### config.mk
export PLATFORM = sky130hd
export DESIGN_NAME = spw_tx_packet_feeder
export DESIGN_NICKNAME = d
export VERILOG_FILES = /design/src/rtl/spw_pkg.sv /design/src/rtl/spw_crc8.sv /design/src/rtl/spw_tx_packet_feeder.sv
export SDC_FILE = /design/constraint.sdc
export NUM_CORES = 1
export LEC_CHECK = 0
export ABC_CLOCK_PERIOD_IN_PS = 2920
export CORE_MARGIN = 3
export CORE_UTILIZATION = 42
export DETAILED_ROUTE_END_ITERATION = 8
export DONT_BUFFER_PORTS = 1
export PLACE_DENSITY = 0.54
export REMOVE_ABC_BUFFERS = 1
export SLEW_MARGIN = 0
export SYNTH_ARGS = -nofsm -noshare
export SYNTH_HDL_FRONTEND = slang
export SYNTH_SLANG_ARGS = --single-unit
### constraint.sdc
create_clock -name CLOCK -period 2.92 [get_ports CLOCK]
set_input_delay 0.146 -clock CLOCK [delete_from_list [all_inputs] [get_ports CLOCK]]
set_output_delay 0.146 -clock CLOCK [all_outputs]
set_load 0.02 [all_outputs]
### src/rtl/spw_pkg.sv
// spw_pkg: shared constants and types for the SpaceWire TX packet feeder.
//   SPW_RUN      transceiver link FSM encoding of the Run state
//   SPW_EOP/EEP  9-bit control N-chars written to the transceiver FIFO
//   fsm_state_t  feeder FSM state encoding
//   crc8_next    one-byte CRC-8 update (poly 0x07, MSB first)
package spw_pkg;

   localparam logic [2:0] SPW_RUN = 3'd5;
   localparam logic [8:0] SPW_EOP = 9'h100;
   localparam logic [8:0] SPW_EEP = 9'h101;

   typedef enum logic [2:0] {
      ST_IDLE  = 3'd0,
      ST_DATA  = 3'd1,
      ST_CRC   = 3'd2,
      ST_TERM  = 3'd3,
      ST_FLUSH = 3'd4
   } fsm_state_t;

   function automatic logic [7:0] crc8_next(input logic [7:0] crc, input logic [7:0] data);
      logic [7:0] c;
      c = crc;
      for (int i = 7; i >= 0; i--) begin
         c = {c[6:0], 1'b0} ^ ((c[7] ^ data[i]) ? 8'h07 : 8'h00);
      end
      return c;
   endfunction

endpackage

### src/rtl/spw_crc8.sv
// spw_crc8: running CRC-8 over payload bytes (poly 0x07, init 0x00, MSB first).
// Only built when SPW_TX_CRC8_EN is defined; the feeder has no CRC otherwise.
//   clk, rst_n  clock and asynchronous active-low reset
//   clr         restart the CRC at 8'h00 (has priority over en)
//   en          fold data into the CRC this cycle
//   data        payload byte
//   crc         current CRC value (registered)
`ifdef SPW_TX_CRC8_EN
module spw_crc8
   import spw_pkg::*;
(
   input  logic       clk,
   input  logic       rst_n,
   input  logic       clr,
   input  logic       en,
   input  logic [7:0] data,
   output logic [7:0] crc
);

   always_ff @(posedge clk or negedge rst_n) begin
      if (!rst_n) begin
         crc <= 8'h00;
      end else if (clr) begin
         crc <= 8'h00;
      end else if (en) begin
         crc <= crc8_next(crc, data);
      end
   end

endmodule
`endif

### src/rtl/spw_tx_packet_feeder.sv
// spw_tx_packet_feeder: turns a length-prefixed byte stream into SpaceWire
// N-chars for the transceiver TX FIFO and appends EOP (EEP on abort).
// Optional macro SPW_TX_CRC8_EN appends one CRC-8 byte before EOP.
//
// Ports:
//   CLOCK, RESETn            clock, asynchronous active-low reset
//   CURRENTSTATE[2:0]        transceiver link state (Run = 3'd5)
//   PKT_START, PKT_LEN       start request and payload length (IDLE only)
//   BYTE_IN/VALID/READY      payload byte handshake
//   PKT_ABORT                terminate current packet with EEP
//   BUSY                     high whenever not IDLE
//   PKT_DONE, PKT_ERR        one-cycle end-of-packet pulses (EOP / EEP or link loss)
//   DATA_I[8:0], WR_DATA     FIFO write port
//   TX_FULL                  FIFO full
//
// state    | meaning
// ---------+-----------------------------------------------------------
// ST_IDLE  | waiting for PKT_START
// ST_DATA  | accepting payload bytes into the hold register
// ST_CRC   | loading the CRC byte (SPW_TX_CRC8_EN only)
// ST_TERM  | loading EOP, or EEP if the packet was aborted
// ST_FLUSH | waiting for the terminator to be written to the FIFO
module spw_tx_packet_feeder
   import spw_pkg::*;
#(
   parameter int MAX_LEN_W = 16
)(
   input  logic                 CLOCK,
   input  logic                 RESETn,
   input  logic [2:0]           CURRENTSTATE,
   input  logic                 PKT_START,
   input  logic [MAX_LEN_W-1:0] PKT_LEN,
   input  logic [7:0]           BYTE_IN,
   input  logic                 BYTE_VALID,
   output logic                 BYTE_READY,
   input  logic                 PKT_ABORT,
   output logic                 BUSY,
   output logic                 PKT_DONE,
   output logic                 PKT_ERR,
   output logic [8:0]           DATA_I,
   output logic                 WR_DATA,
   input  logic                 TX_FULL
);

   fsm_state_t           state_q;
   logic [MAX_LEN_W-1:0] remaining_q;
   logic [8:0]           hold_q;
   logic                 hold_v;
   logic                 abort_q;
   logic                 link_run_q;

   logic                 link_run;
   logic                 wr;
   logic                 hold_free;
   logic                 xfer;
   logic                 link_loss;
   logic [8:0]           term_char;

   assign link_run   = (CURRENTSTATE == SPW_RUN);
   assign wr         = hold_v & ~TX_FULL & link_run;
   assign hold_free  = ~hold_v | wr;
   assign BYTE_READY = (state_q == ST_DATA) & hold_free & link_run;
   assign xfer       = BYTE_VALID & BYTE_READY;
   // Loss is the Run -> not-Run transition; a packet started while the link
   // is down simply stalls until Run.
   assign link_loss  = (state_q != ST_IDLE) & link_run_q & ~link_run;
   assign term_char  = (abort_q | PKT_ABORT) ? SPW_EEP : SPW_EOP;

   assign WR_DATA = wr;
   assign DATA_I  = hold_q;
   assign BUSY    = (state_q != ST_IDLE);

`ifdef SPW_TX_CRC8_EN
   logic       crc_clr;
   logic [7:0] crc_val;

   assign crc_clr = (state_q == ST_IDLE) & PKT_START;

   spw_crc8 u_crc8 (
      .clk   (CLOCK),
      .rst_n (RESETn),
      .clr   (crc_clr),
      .en    (xfer),
      .data  (BYTE_IN),
      .crc   (crc_val)
   );

   localparam fsm_state_t ST_AFTER_DATA = ST_CRC;
`else
   localparam fsm_state_t ST_AFTER_DATA = ST_TERM;
`endif

   always_ff @(posedge CLOCK or negedge RESETn) begin
      if (!RESETn) begin
         state_q     <= ST_IDLE;
         remaining_q <= '0;
         hold_q      <= 9'h000;
         hold_v      <= 1'b0;
         abort_q     <= 1'b0;
         link_run_q  <= 1'b0;
         PKT_DONE    <= 1'b0;
         PKT_ERR     <= 1'b0;
      end else begin
         link_run_q <= link_run;
         PKT_DONE   <= 1'b0;
         PKT_ERR    <= 1'b0;
         if (wr) hold_v <= 1'b0;

         if (link_loss) begin
            // Link layer discards the partial packet, so no EEP is queued.
            state_q     <= ST_IDLE;
            hold_v      <= 1'b0;
            abort_q     <= 1'b0;
            remaining_q <= '0;
            PKT_ERR     <= 1'b1;
         end else begin
            case (state_q)
               ST_IDLE: begin
                  if (PKT_START) begin
                     remaining_q <= PKT_LEN;
                     abort_q     <= 1'b0;
                     state_q     <= (PKT_LEN != '0) ? ST_DATA : ST_AFTER_DATA;
                  end
               end
               ST_DATA: begin
                  if (xfer) begin
                     hold_q <= {1'b0, BYTE_IN};
                     hold_v <= 1'b1;
                     if (remaining_q != '0) remaining_q <= remaining_q - MAX_LEN_W'(1);
                  end
                  if (PKT_ABORT) begin
                     abort_q <= 1'b1;
                     state_q <= ST_TERM;
                  end else if (xfer && remaining_q == MAX_LEN_W'(1)) begin
                     state_q <= ST_AFTER_DATA;
                  end
               end
`ifdef SPW_TX_CRC8_EN
               ST_CRC: begin
                  if (PKT_ABORT) begin
                     abort_q <= 1'b1;
                     state_q <= ST_TERM;
                  end else if (hold_free) begin
                     hold_q  <= {1'b0, crc_val};
                     hold_v  <= 1'b1;
                     state_q <= ST_TERM;
                  end
               end
`endif
               ST_TERM: begin
                  if (PKT_ABORT) abort_q <= 1'b1;
                  if (hold_free) begin
                     hold_q  <= term_char;
                     hold_v  <= 1'b1;
                     state_q <= ST_FLUSH;
                  end
               end
               ST_FLUSH: begin
                  if (wr && hold_q[8]) begin
                     state_q <= ST_IDLE;
                     if (hold_q == SPW_EOP) PKT_DONE <= 1'b1;
                     else                   PKT_ERR  <= 1'b1;
                  end
               end
               default: state_q <= ST_IDLE;
            endcase
         end
      end
   end

endmodule

==> impl_results.html <==
<table>
<tr><th>Metric</th><th>Value</th></tr>
<tr><th colspan="2">Setup path</th></tr>
<tr><td>Startpoint type of the worst setup path</td><td>flip-flop</td></tr>
<tr><td>Critical path start-end classification</td><td>flip-flop to flip-flop</td></tr>
<tr><td>Crit path capture type</td><td>flip-flop</td></tr>
<tr><td>Startpoint of the worst-slack reg-to-reg timing path</td><td>remaining_q[1]</td></tr>
<tr><td>Worst Path Arrival</td><td>2.52 ns</td></tr>
<tr><td>Maximum fanout along the worst path</td><td>11</td></tr>
<tr><td>Capturing point of the worst reg2reg path</td><td>remaining_q[3]</td></tr>
<tr><td>Worst endpoint required time</td><td>3.10 ns</td></tr>
<tr><td>Worst r2r path cells</td><td>7</td></tr>
<tr><td>Worst R2R Setup Slack</td><td>0.58 ns</td></tr>
<tr><th colspan="2">STA</th></tr>
<tr><td>Final hold violation count</td><td>0</td></tr>
<tr><td>Setup repair after global routing missed its margin</td><td>false</td></tr>
<tr><td>Slew at the pin with the worst max-slew slack</td><td>0.849 ns</td></tr>
<tr><td>Final clock period utilization by the worst path</td><td>80.0%</td></tr>
<tr><td># setup viols final</td><td>0</td></tr>
<tr><td>Slew headroom</td><td>43.4%</td></tr>
<tr><td>Number of slew-limit violations in the final report</td><td>0</td></tr>
<tr><td>Worst setup skew after layout</td><td>0.00309 ns</td></tr>
<tr><td>Worst hold slack across all endpoints</td><td>0.0355 ns</td></tr>
<tr><td>Post-layout min period</td><td>2.34 ns</td></tr>
<tr><td>Summed negative setup slack over all endpoints</td><td>0 ns</td></tr>
<tr><td>Fmax</td><td>428 MHz</td></tr>
<tr><th colspan="2">Drt</th></tr>
<tr><td>Count of TritonRoute iterations in the first routing pass</td><td>4</td></tr>
<tr><td>Detailed-route wire length</td><td>5730 microns</td></tr>
<tr><td>Initial DRC count</td><td>142</td></tr>
<tr><td>Via-per-instance ratio</td><td>6.58</td></tr>
<tr><td>Final antenna-violating net count</td><td>0</td></tr>
<tr><td>Routed length per placed instance</td><td>19.5 microns</td></tr>
<tr><td>Detailed-route DRC error count</td><td>0</td></tr>
<tr><td>Via count of the routed design</td><td>1,934</td></tr>
<tr><th colspan="2">GRT</th></tr>
<tr><td>Maximum number of pins on one net before global-route repair</td><td>34</td></tr>
<tr><td>Vias in the first global route</td><td>1,874</td></tr>
<tr><td>Global router's overall resource usage</td><td>22.0%</td></tr>
<tr><td>Gr ovfl total</td><td>0</td></tr>
<tr><td>Number of antenna violations at the first check in global routing</td><td>0</td></tr>
<tr><td>Global-route wire length before repair</td><td>9400 microns</td></tr>
<tr><th colspan="2">Die</th></tr>
<tr><td>Y dimension of the die</td><td>75.2 microns</td></tr>
<tr><td>Initial Util</td><td>44.9%</td></tr>
<tr><td>Floorplan row count</td><td>24</td></tr>
<tr><td>Die area</td><td>0.00565 sq mm</td></tr>
<tr><td>Number of I/O pins</td><td>47</td></tr>
<tr><td>Floorplan Core Area</td><td>0.00447 sq mm</td></tr>
<tr><td>Die boundary width</td><td>75.2 microns</td></tr>
<tr><th colspan="2">Clock tree</th></tr>
<tr><td>Clock transition at the registers of the reported paths</td><td>0.08 ns</td></tr>
<tr><td>Clock latency of the later-clocked register in the worst-skew pair</td><td>0.29 ns</td></tr>
<tr><td>CTS Buf Count</td><td>5</td></tr>
<tr><td>Cells resized by post-CTS repair</td><td>0</td></tr>
<tr><td>Clock tree sinks</td><td>33</td></tr>
<tr><td>Root buf cell</td><td>sky130_fd_sc_hd__clkbuf_8</td></tr>
<tr><td>Htree depth</td><td>2</td></tr>
<tr><td>Max Buffers Root-to-Sink</td><td>2</td></tr>
<tr><td>TritonCTS clock tree</td><td>built</td></tr>
<tr><th colspan="2">Power and ir drop</th></tr>
<tr><td>Switching power summed over all nets</td><td>1260 uW</td></tr>
<tr><td>Sw Share</td><td>47.6%</td></tr>
<tr><td>LEAKAGE</td><td>0.000929 uW</td></tr>
<tr><td>Total power density per cell area</td><td>1170 mW/mm^2</td></tr>
<tr><td>Part of the power in registers</td><td>36.4%</td></tr>
<tr><td>Proportion of power drawn by combinational gates</td><td>46.8%</td></tr>
<tr><td>Worst IR Drop VDD</td><td>503 uV</td></tr>
<tr><td>Internal power of the cells</td><td>1390 uW</td></tr>
<tr><td>Share of power burned in the clock network</td><td>16.8%</td></tr>
<tr><th colspan="2">Layout</th></tr>
<tr><td>Final instance area</td><td>0.00226 sq mm</td></tr>
<tr><td>Non-Filler Instances</td><td>294</td></tr>
<tr><td>Final layout net count</td><td>277</td></tr>
<tr><td>Share of layout cells above drive strength 1</td><td>9.09%</td></tr>
<tr><td>P&amp;R area growth vs syn</td><td>12.3%</td></tr>
<tr><td>Number of inserted diodes</td><td>0</td></tr>
<tr><td>Number of inserted filler cells in the final layout</td><td>417</td></tr>
<tr><th colspan="2">Logic synthesis</th></tr>
<tr><td>Post-synthesis async set-or-reset flop share</td><td>100%</td></tr>
<tr><td>Most common flop cell mapped by yosys</td><td>sky130_fd_sc_hd__dfrtp_1</td></tr>
<tr><td>Unique cell type count in the Yosys netlist</td><td>49</td></tr>
<tr><td>Avg Cell Area, Syn</td><td>8.70 sq um</td></tr>
<tr><td>Post-Synthesis Cell Area</td><td>0.00201 sq mm</td></tr>
<tr><td>Number of synthesized flops with an enable pin</td><td>0</td></tr>
<tr><td>Proportion of synthesized chip area in sequential cells</td><td>41.1%</td></tr>
<tr><td>Number of register bits inferred by synthesis</td><td>33</td></tr>
<tr><td>Synth warnings</td><td>0</td></tr>
<tr><td>Syn Inst Count</td><td>231</td></tr>
<tr><th colspan="2">Min path</th></tr>
<tr><td>Hold Path Depth</td><td>2</td></tr>
<tr><td>Class of the most critical hold timing path</td><td>primary input to flip-flop</td></tr>
<tr><td>Hold EP</td><td>remaining_q[4]</td></tr>
<tr><td>Source of the worst hold timing path</td><td>PKT_LEN[4]</td></tr>
<tr><th colspan="2">Placed design</th></tr>
<tr><td>Number of port buffers</td><td>0</td></tr>
<tr><td>GP Congestion</td><td>0.900</td></tr>
<tr><td>Placed standard-cell area</td><td>0.00204 sq mm</td></tr>
<tr><td>Placed cells</td><td>277</td></tr>
<tr><td>Hpwl dp</td><td>4210 microns</td></tr>
<tr><th colspan="2">Run</th></tr>
<tr><td>Max_cap viols</td><td>0</td></tr>
<tr><th colspan="2">Status</th></tr>
<tr><td>Run status</td><td>finished, final reports clean</td></tr>
</table>
## through the flow
step	total power (uW)	setup WS, ns	util [%]
after global placement	2140	0.693	45.6
after detailed placement	2170	0.650	45.6
after floorplan	1810	0.918	-
final	2650	0.584	50.4
after CTS	2640	0.617	50.2
after global routing	2870	0.403	50.4
## timing repair
action                    4_1_cts  5_1_grt
hold endpoints to repair       39        1
buffers inserted                0        0
hold buffers                    8        1
## sequential cells by signal, summed over array words and instances (netlist names)
register	flops
PKT_DONE	1
hold_v	1
link_run_q	1
DATA_I	9
remaining_q	16
abort_q	1
state_q	3
PKT_ERR	1
## metal layers
| metal | track usage (%) | share of wire (%) |
|---|---|---|
| met5 | 0 | 0 |
| met4 | 7.96 | 1.0 |
| met3 | 6.01 | 9.1 |
| met2 | 31.9 | 45 |
| met1 | 31.4 | 45 |
## worst max-delay path, stage by stage (launching register included)
cell and delay (ns):
sky130_fd_sc_hd__dfrtp_1 0.43, sky130_fd_sc_hd__inv_1 0.12, sky130_fd_sc_hd__ha_1 0.16, sky130_fd_sc_hd__nor4b_1 0.28
sky130_fd_sc_hd__nand4_1 0.20, sky130_fd_sc_hd__a21oi_1 0.71, sky130_fd_sc_hd__a21oi_1 0.08, sky130_fd_sc_hd__a31o_2 0.25
## power groups by stage
stage / Clock (uW) / Combinational (uW) / Sequential [uW]
6_report: 446 / 1240 / 964
5_1_grt: 479 / 1390 / 997
4_1_cts: 455 / 1230 / 956
3_5_place_dp: 0 / 1200 / 964
3_3_place_gp: 0 / 1190 / 955
2_1_floorplan: 0 / 909 / 900
## cells by family after synthesis
family          synth area share, %
buf+inv                        4.85
mux                            1.12
flops                          41.1
compound gates                 25.3
fa+ha+maj                      1.87
simple gates                   25.8
## synth_stat cells, types with 2 or more instances
| cell type | number | area, sq um |
|---|---|---|
| sky130_fd_sc_hd__and3_1 | 2 | 12.5 |
| sky130_fd_sc_hd__o211ai_1 | 3 | 22.5 |
| sky130_fd_sc_hd__nor4_1 | 7 | 43.8 |
| sky130_fd_sc_hd__o41ai_1 | 2 | 17.5 |
| sky130_fd_sc_hd__nor3_1 | 11 | 55.1 |
| sky130_fd_sc_hd__nand4_1 | 5 | 31.3 |
| sky130_fd_sc_hd__ha_1 | 3 | 37.5 |
| sky130_fd_sc_hd__o21ai_0 | 16 | 80.1 |
| sky130_fd_sc_hd__mux2_2 | 2 | 22.5 |
| sky130_fd_sc_hd__nand2_1 | 35 | 131 |
| sky130_fd_sc_hd__nor3_2 | 2 | 20.0 |
| sky130_fd_sc_hd__a22oi_1 | 2 | 15.0 |
| sky130_fd_sc_hd__nand3b_1 | 3 | 22.5 |
| sky130_fd_sc_hd__a31oi_1 | 3 | 18.8 |
| sky130_fd_sc_hd__nor2_1 | 14 | 52.6 |
| sky130_fd_sc_hd__o22ai_1 | 3 | 18.8 |
| sky130_fd_sc_hd__a32o_1 | 7 | 70.1 |
| sky130_fd_sc_hd__buf_2 | 3 | 15.0 |
| sky130_fd_sc_hd__and2_1 | 2 | 12.5 |
| sky130_fd_sc_hd__a22o_1 | 8 | 70.1 |
| sky130_fd_sc_hd__inv_1 | 9 | 33.8 |
| sky130_fd_sc_hd__dfrtp_1 | 33 | 826 |
| sky130_fd_sc_hd__o31ai_1 | 4 | 30.0 |
| sky130_fd_sc_hd__nand3_1 | 7 | 35.0 |
| sky130_fd_sc_hd__a21oi_1 | 17 | 85.1 |
| sky130_fd_sc_hd__nor3b_1 | 2 | 15.0 |
| sky130_fd_sc_hd__clkbuf_1 | 4 | 15.0 |
## final cells by class
| type | count | area (sq um) | share of cell area [%] |
|---|---|---|---|
| clock buffer | 5 | 68.8 | 3.05 |
| clock inverter | 3 | 46.3 | 2.05 |
| inverter | 9 | 33.8 | 1.50 |
| multi-input combinational | 179 | 1090 | 48.2 |
| sequential | 33 | 826 | 36.6 |
| tap | 52 | 65.1 | 2.88 |
| timing repair buffer | 13 | 130 | 5.76 |
## cells in the final DEF (no fill, tap or decap), types with 7 or more instances in the layout
cell type                       Yosys  final
sky130_fd_sc_hd__nor4_1             7      7
sky130_fd_sc_hd__nor3_1            11     11
sky130_fd_sc_hd__a22o_1             8      8
sky130_fd_sc_hd__dlygate4sd3_1      0      8
sky130_fd_sc_hd__nand2_1           35     35
sky130_fd_sc_hd__inv_1              9      9
sky130_fd_sc_hd__dfrtp_1           33     33
sky130_fd_sc_hd__a32o_1             7      7
sky130_fd_sc_hd__a21oi_1           17     17
sky130_fd_sc_hd__nand3_1            7      7
sky130_fd_sc_hd__nor2_1            14     14
sky130_fd_sc_hd__o21ai_0           16     16
## worst max-delay path by stage
| stage | to | from | slack [ns] | cells after the start |
|---|---|---|---|---|
| finish | remaining_q[3] | remaining_q[1] | 0.58 | 7 |
| global route | remaining_q[3] | remaining_q[1] | 0.40 | 7 |
| CTS | remaining_q[3] | remaining_q[1] | 0.62 | 7 |
| detailed placement | remaining_q[3] | remaining_q[1] | 0.65 | 7 |
| global placement | remaining_q[3] | remaining_q[0] | 0.69 | 7 |
| floorplan | remaining_q[9] | state_q[1] | 0.92 | 4 |
(Power assumes the default switching activity.)
